File: src/rtl/mem_port_arbiter.sv
// rtl/mem_port_arbiter.sv - round-robin arbiter sharing one synchronous memory port between two requesters
// Supports locked bursts capped by a starvation limit; read data is tagged by a registered per-requester strobe.

module mem_port_arbiter #(
  parameter int DATA     = 18,
  parameter int ADDR     = 14,
  parameter int MAX_LOCK = 16
) (
  input  logic            clk,
  input  logic            rst_n,
  input  logic            req0,
  input  logic            req1,
  input  logic            lock0,
  input  logic            lock1,
  input  logic            wr0,
  input  logic            wr1,
  input  logic [ADDR-1:0] addr0,
  input  logic [ADDR-1:0] addr1,
  input  logic [DATA-1:0] din0,
  input  logic [DATA-1:0] din1,
  output logic            gnt0,
  output logic            gnt1,
  output logic            rvalid0,
  output logic            rvalid1,
  output logic [DATA-1:0] rdata,
  output logic            mem_wr,
  output logic [ADDR-1:0] mem_addr,
  output logic [DATA-1:0] mem_din,
  input  logic [DATA-1:0] mem_dout
);

  localparam int CNT_W = $clog2(MAX_LOCK + 1);
  localparam logic [CNT_W-1:0] CNT_MAX = CNT_W'(MAX_LOCK);
  localparam logic [CNT_W-1:0] CNT_ONE = CNT_W'(1);

  typedef enum logic [1:0] {
    IDLE  = 2'd0,
    LOCK0 = 2'd1,
    LOCK1 = 2'd2
  } state_t;

  state_t           state;
  state_t           state_nxt;
  logic             last;
  logic             last_nxt;
  logic [CNT_W-1:0] lock_cnt;
  logic [CNT_W-1:0] cnt_nxt;
  logic             win0;
  logic             win1;

  always_comb begin
    win0      = 1'b0;
    win1      = 1'b0;
    state_nxt = state;
    last_nxt  = last;
    cnt_nxt   = lock_cnt;
    case (state)
      IDLE: begin
        // On a tie the requester that was not served last wins.
        if (req0 && (!req1 || last)) begin
          win0     = 1'b1;
          last_nxt = 1'b0;
          if (lock0) begin
            state_nxt = LOCK0;
            cnt_nxt   = CNT_ONE;
          end
        end else if (req1) begin
          win1     = 1'b1;
          last_nxt = 1'b1;
          if (lock1) begin
            state_nxt = LOCK1;
            cnt_nxt   = CNT_ONE;
          end
        end
      end
      LOCK0: begin
        if (!req0) begin
          state_nxt = IDLE;
          cnt_nxt   = '0;
        end else if (lock_cnt >= CNT_MAX && req1) begin
          // Burst exhausted its budget while requester 1 waits: hand over.
          state_nxt = IDLE;
          last_nxt  = 1'b0;
          cnt_nxt   = '0;
        end else begin
          win0     = 1'b1;
          last_nxt = 1'b0;
          if (!lock0) begin
            state_nxt = IDLE;
            cnt_nxt   = '0;
          end else if (lock_cnt >= CNT_MAX) begin
            cnt_nxt = CNT_ONE;
          end else begin
            cnt_nxt = lock_cnt + CNT_ONE;
          end
        end
      end
      LOCK1: begin
        if (!req1) begin
          state_nxt = IDLE;
          cnt_nxt   = '0;
        end else if (lock_cnt >= CNT_MAX && req0) begin
          state_nxt = IDLE;
          last_nxt  = 1'b1;
          cnt_nxt   = '0;
        end else begin
          win1     = 1'b1;
          last_nxt = 1'b1;
          if (!lock1) begin
            state_nxt = IDLE;
            cnt_nxt   = '0;
          end else if (lock_cnt >= CNT_MAX) begin
            cnt_nxt = CNT_ONE;
          end else begin
            cnt_nxt = lock_cnt + CNT_ONE;
          end
        end
      end
      default: begin
        state_nxt = IDLE;
        cnt_nxt   = '0;
      end
    endcase
  end

  assign gnt0 = rst_n & win0;
  assign gnt1 = rst_n & win1;

  always_comb begin
    mem_wr   = 1'b0;
    mem_addr = '0;
    mem_din  = '0;
    if (gnt0) begin
      mem_wr   = wr0;
      mem_addr = addr0;
      mem_din  = din0;
    end else if (gnt1) begin
      mem_wr   = wr1;
      mem_addr = addr1;
      mem_din  = din1;
    end
  end

  assign rdata = mem_dout;

  always_ff @(posedge clk) begin
    if (!rst_n) begin
      state    <= IDLE;
      last     <= 1'b1;
      lock_cnt <= '0;
      rvalid0  <= 1'b0;
      rvalid1  <= 1'b0;
    end else begin
      state    <= state_nxt;
      last     <= last_nxt;
      lock_cnt <= cnt_nxt;
      rvalid0  <= gnt0 & ~wr0;
      rvalid1  <= gnt1 & ~wr1;
    end
  end

endmodule

File: config.mk
export PLATFORM = sky130hd
export DESIGN_NAME = mem_port_arbiter
export DESIGN_NICKNAME = d
export VERILOG_FILES = /design/src/rtl/mem_port_arbiter.sv
export SDC_FILE = /design/constraint.sdc
export NUM_CORES = 1
export LEC_CHECK = 0
export BUFFER_PORTS_ARGS = -buffer_cell sky130_fd_sc_hd__buf_4
export CORE_UTILIZATION = 30
export CTS_CLUSTER_SIZE = 25
export DETAILED_ROUTE_END_ITERATION = 8
export HOLD_SLACK_MARGIN = 0.12
export PLACE_DENSITY = 0.84
export SLEW_MARGIN = 40
export SYNTH_ARGS = -nofsm -noshare
export SYNTH_HDL_FRONTEND = slang
export SYNTH_SLANG_ARGS = --single-unit
File: constraint.sdc
create_clock -name clk -period 2 [get_ports clk]
set_clock_uncertainty 0.2 [all_clocks]
set_input_delay 0.1 -clock clk [delete_from_list [all_inputs] [get_ports clk]]
set_output_delay 0.1 -clock clk [all_outputs]
set_load 0.1 [all_outputs]
Word-level counts from Yosys, hierarchy flattened
Cells that the tools add are included.
- register bits: 10
- input bits: 90
- logic and storage cells: 73
- equal/unequal tests: 8
- $add $sub $neg: 1
- mux-type cells: 42
- reduce and logical (&&, ||, !) cells: 10
- bitwise gates (word level): 6
- magnitude comparators: 1
- operator list (operator ; number):
    2-to-1 mux 5 bit ; 11
    2-to-1 mux 18 bit ; 2
    2-to-1 mux 14 bit ; 2
    2-to-1 mux 2 bit ; 10
    case mux 5 bit (3 select lines) ; 1
    2-to-1 mux 1 bit ; 12
    inequality test 3 bit, second input constant ; 3
    inequality test 4 bit, second input constant ; 2
    case mux 2 bit (3 select lines) ; 1
    adder 5 x 1 -> 5 bit, second input constant ; 1
    greater-or-equal comparator 5 bit, second input constant ; 1
    AND reduction 5 bit ; 1
    AND 1 bit ; 4
    case mux 1 bit (2 select lines) ; 2
    logical AND 1 bit ; 3
    case mux 1 bit (3 select lines) ; 1
    AND reduction 3 bit ; 1
    nonzero test 3 bit ; 1
    equality test 2 x 1 -> 1 bit, second input constant ; 1
    equality test 2 bit, second input constant ; 1
    logical NOT 2 bit ; 1
    inequality test 2 bit, second input constant ; 1
    NOT 1 bit ; 2
    AND reduction 2 bit ; 1
    other kinds (2) ; 2

Logic depth before layout (Yosys ltp)
- depth in word-level cells: 8
- depth in mapped cells: 9
- depth with buffers taken out: 6

Worst setup path after synthesis
Ideal clock, no wire load.
- path type: register to output
- from: register state[0]
- to: output port mem_addr[10]
- slack: -0.917 ns
- cell stages (with the launch flop): 10
- arrival: 2.617 ns
- cell sequence: dfxtp_1 inv_1 ha_1 buf_2 o21bai_1 a31oi_1 and2_1 buf_2 buf_2 a22o_1
- elaborated cells on any way between the ends: 9
- RTL lines (what ; RTL line ; RTL):
    start: declaration ; 42 ; state_t state;
    start signal: assignment ; 154 ; state <= state_nxt;
    equality test 2 x 1 -> 1 bit or logical NOT 2 bit (tied branches) ; 57 ; case (state)
    case mux 1 bit (2 select lines) (*) ; 57 ;
    AND 1 bit (*) ; 126 ; assign gnt0 = rst_n & win0;
    net gnt0 ; 21 ; output logic gnt0,
    2-to-1 mux 14 bit (*) ; 133 ; if (gnt0) begin
    end: declaration ; 27 ; output logic [ADDR-1:0] mem_addr,
Mark *: on every way through the listed nets, which the timed path passes. The rest lies on a longest branch.

Final worst setup path
- from: register state[0]
- to: output port mem_din[15]
- word-level cells in the longest chain between the ends: 5
- elaborated cells on any way between the ends: 9
- RTL lines (what ; RTL line ; RTL):
    equality test 2 bit or logical NOT 2 bit (tied branches) ; 57 ;
    case mux 1 bit (2 select lines) ; 57 ;
    AND 1 bit ; 127 ; assign gnt1 = rst_n & win1;
    2-to-1 mux 18 bit ; 137 ; end else if (gnt1) begin
    2-to-1 mux 18 bit (*) ; 133 ;
    end: declaration ; 28 ; output logic [DATA-1:0] mem_din,
Mark *: on every way between the ends. The rest lies on a longest branch, timed or not.

==> parameters.txt <==
Parameter                              Value

Run status
  Run status ... complete, but fails checks
  Violations in the final reports ... negative setup slack

Clocking
  CTS sink cnt ... 10
  Clock Pin Slew Worst Setup and Hold Paths ... 50 ps
  Clk_lat worst skew ... around 230 ps
  Buffer cell driving the clock tree root ... clkbuf_8
  TritonCTS clock tree ... built
  Largest buffer count on any clock path ... 2
  Number of buffers inserted during clock tree synthesis ... 3
  Depth of the CTS H-tree ... 1

STA
  Time the final worst path needs with I/O delays and setup ... 2310 ps
  Share of the clock period used by the worst path after layout ... 115%
  Count of final max-slew check failures ... 0
  Peak Freq ... around 430 MHz
  Least setup slack across all paths after layout ... -310 ps
  Unrepaired setup endpoints after global routing ... true
  Setup-violating endpoint count in the final report ... 35
  Normalized max-slew margin ... about two thirds
  Worst slew pin tran ... 495 ps
  Final sum of negative setup slack ... -9420 ps
  Final count of hold timing violations ... 0

Die
  Core outline area ... ~3700 sq um
  Starting utilization of the core area ... 32.0%
  Die Footprint ... 4210 sq um
  Std cell rows ... 22
  I/O Pins ... approximately 150
  Die W ... ~65 microns
  Die height ... roughly 65 microns

Placed design
  RePlAce Congestion ... ~0.8
  DP HPWL ... roughly 3.7 mm
  # port buffers ... about 110

Power and ir drop
  Logic gate share of total power ... between 80 and 90%
  Sw Ratio ... around 56%
  Clock network fraction of total power ... approximately 6%
  Power per cell area ... around 1100 nW/um^2
  Leakage dissipation ... around 1.5 nW
  Switching power ... 1.93 mW
  Overall power of the completed layout ... between 3 and 4 mW
  Part of the power in registers ... 8.5%
  Internal power consumption ... ~1.5 mW
  IR drop worst, VDD ... around 0.76 mV

Global routing
  Pin count of the biggest net entering global routing ... 22
  Grt total ovfl ... 0
  Number of global-route vias before repair ... ~1800
  Number of antenna violations at the first check in global routing ... 0
  First-pass GRT wire length ... 9.75 mm
  GR Util All Layers ... between 30% and 40%

Logic synthesis
  Number of synthesized flops with an enable pin ... 0
  Synthesized area divided by synthesized cell count ... approximately 8.1 sq um
  Post-synth top flop ... dfxtp_1
  Synthesis Warnings ... 0
  Dominant cells by area after synthesis ... a22o_1, dfxtp_1, buf_4, ha_1, buf_2
  Async SR Flop Fraction ... 0%
  Synthesized instance count ... 147
  Synthesized Nets ... 243
  Top-area cell type share of the netlist area ... 24.3%
  Cell area after technology mapping ... 1190 sq um
  Most instantiated cells after synthesis ... a22o_1, buf_4, buf_2, dfxtp_1, inv_1
  Proportion of synthesized chip area in sequential cells ... 16.9%
  Post-synthesis cell type count ... 38
  Count leader, synth ... a22o_1
  Cell taking the most area after synthesis ... a22o_1
  Number of flip-flops and latches in the synthesized netlist ... 10

Run
  Max-capacitance violation count ... 0

Drt
  DR DRC count ... 0
  Detailed Routing Iterations Pass 1 ... 4
  Wire length reported by the detailed router ... approximately 7.4 mm
  Antenna viol nets, final ... 0
  Detailed-route via count ... around 1800
  Detail-routed via count per cell ... between 5 and 6
  Final routed wire length divided by cell count ... ~23 microns
  1st-iter DRT viols ... between 100 and 150

Hold path
  Min-Delay Path Class ... primary input to register

Critical path
  Crit path DAT ... 2010 ps
  Type of the worst setup path ... register to output port
  Peak fanout along the critical path ... 6
  Critical Path End Type ... output port
  Worst Setup Start Kind ... register
  Endpoint required time on the critical path ... 1700 ps

Cells and area
  Layout area overhead ... 162%
  Antenna cells ... 0
  Share of post-route cells with drive strength above 1 ... 72.5%
  Final net count ... between 300 and 400
## registers in the layout (all words and copies together), names as in the netlist
signal / cells
last: 1
lock_cnt: 5
rvalid0: 1
rvalid1: 1
state: 2
## power by group through the flow
| stage | clock network [mW] | registers (mW) | logic, mW |
|---|---|---|---|
| 6_report | 0.208 | 0.294 | 2.97 |
| 5_1_grt | 0.224 | 0.296 | 3.05 |
| 4_1_cts | 0.216 | 0.285 | 2.80 |
| 3_5_place_dp | 0 | 0.282 | 2.17 |
| 3_3_place_gp | 0 | 0.279 | 2.14 |
| 2_1_floorplan | 0 | 0.308 | 1.80 |
## path summary, 6_finish.rpt
check	startpoint	end	slack, ps	cells after the start
max	state[0]	mem_din[15]	-310	9
min	rst_n	lock_cnt[4]	150	3
max reg2reg	state[0]	lock_cnt[4]	-20	7
min reg2reg	lock_cnt[2]	lock_cnt[2]	300	2
## timing repair
action                                  in CTS  in global routing
cloned                                       1                  3
pin swaps                                    0                  6
buffers inserted                             3                  1
endpoints found under the setup margin      34                 41
hold endpoints to repair                    25                  0
gates resized for setup                    111                 12
hold buffers                                24                  0
## area by class of cell
cell class | instances | area (sq um)
Clock buffer | 3 | 41.3
Inverter | 9 | 38.8
Timing Repair Buffer | 155 | 1670
Fill cell | 198 | 603
Tap cell | 48 | 60.1
Multi-Input combinational cell | 99 | 1100
Sequential cell | 10 | 208
## cells by family (layout without fill, tap and decap cells)
kind of cell	after synthesis	count (layout)	share of synthesized area, %
buffers and inverters	38	167	18.8
DFF	10	10	16.9
and+or+nand+nor	32	32	14.4
muxes	2	2	1.69
adders and majority gates	6	6	6.32
AOI/OAI and AO/OA	59	59	41.9
## layer usage
metal | GRT usage, % | vias to the layer above | routed length [microns]
li1 | - | 805 | -
met1 | 30.6 | 849 | 2380
met2 | 61.7 | 128 | 4160
met3 | 7.04 | 26 | 501
met4 | 18.3 | 0 | 379
met5 | 0 | - | 0
## per-stage QoR
step | std cells | area, sq um | util (%) | hold slack [ps] | worst slack [ps]
global placement | 291 | 2320 | 62.5 | 0.681 | -19.0
floorplan | 147 | 1500 | - | -28.4 | -13.3
detailed placement | 291 | 2320 | 62.5 | 0.681 | -73.0
finish | 324 | 3110 | 83.8 | 145 | -310
global route | 324 | 3110 | 83.8 | 150 | -374
CTS | 322 | 3110 | 83.8 | 125 | -252
## placed cells by master (no fill, tap or decap), types with 4 or more instances in the layout
cell type      synthesis  layout
buf_2                 10      18
buf_4                 18      87
dlygate4sd3_1          0       6
a22o_4                 0      33
ha_1                   6       4
inv_1                  9       7
dfxtp_1               10       8
buf_12                 0      39
nand2_1                8       8
nand3_1                4       4
## worst max-delay path: stages (launching register included)
cell and delay [ps]:
dfxtp_4 380, inv_4 50, ha_1 240, o211ai_1 180, a31o_2 170, nor2_4 50, buf_12 140, clkbuf_16 150
a22o_4 240, buf_12 170
(Power assumes the default switching activity.)
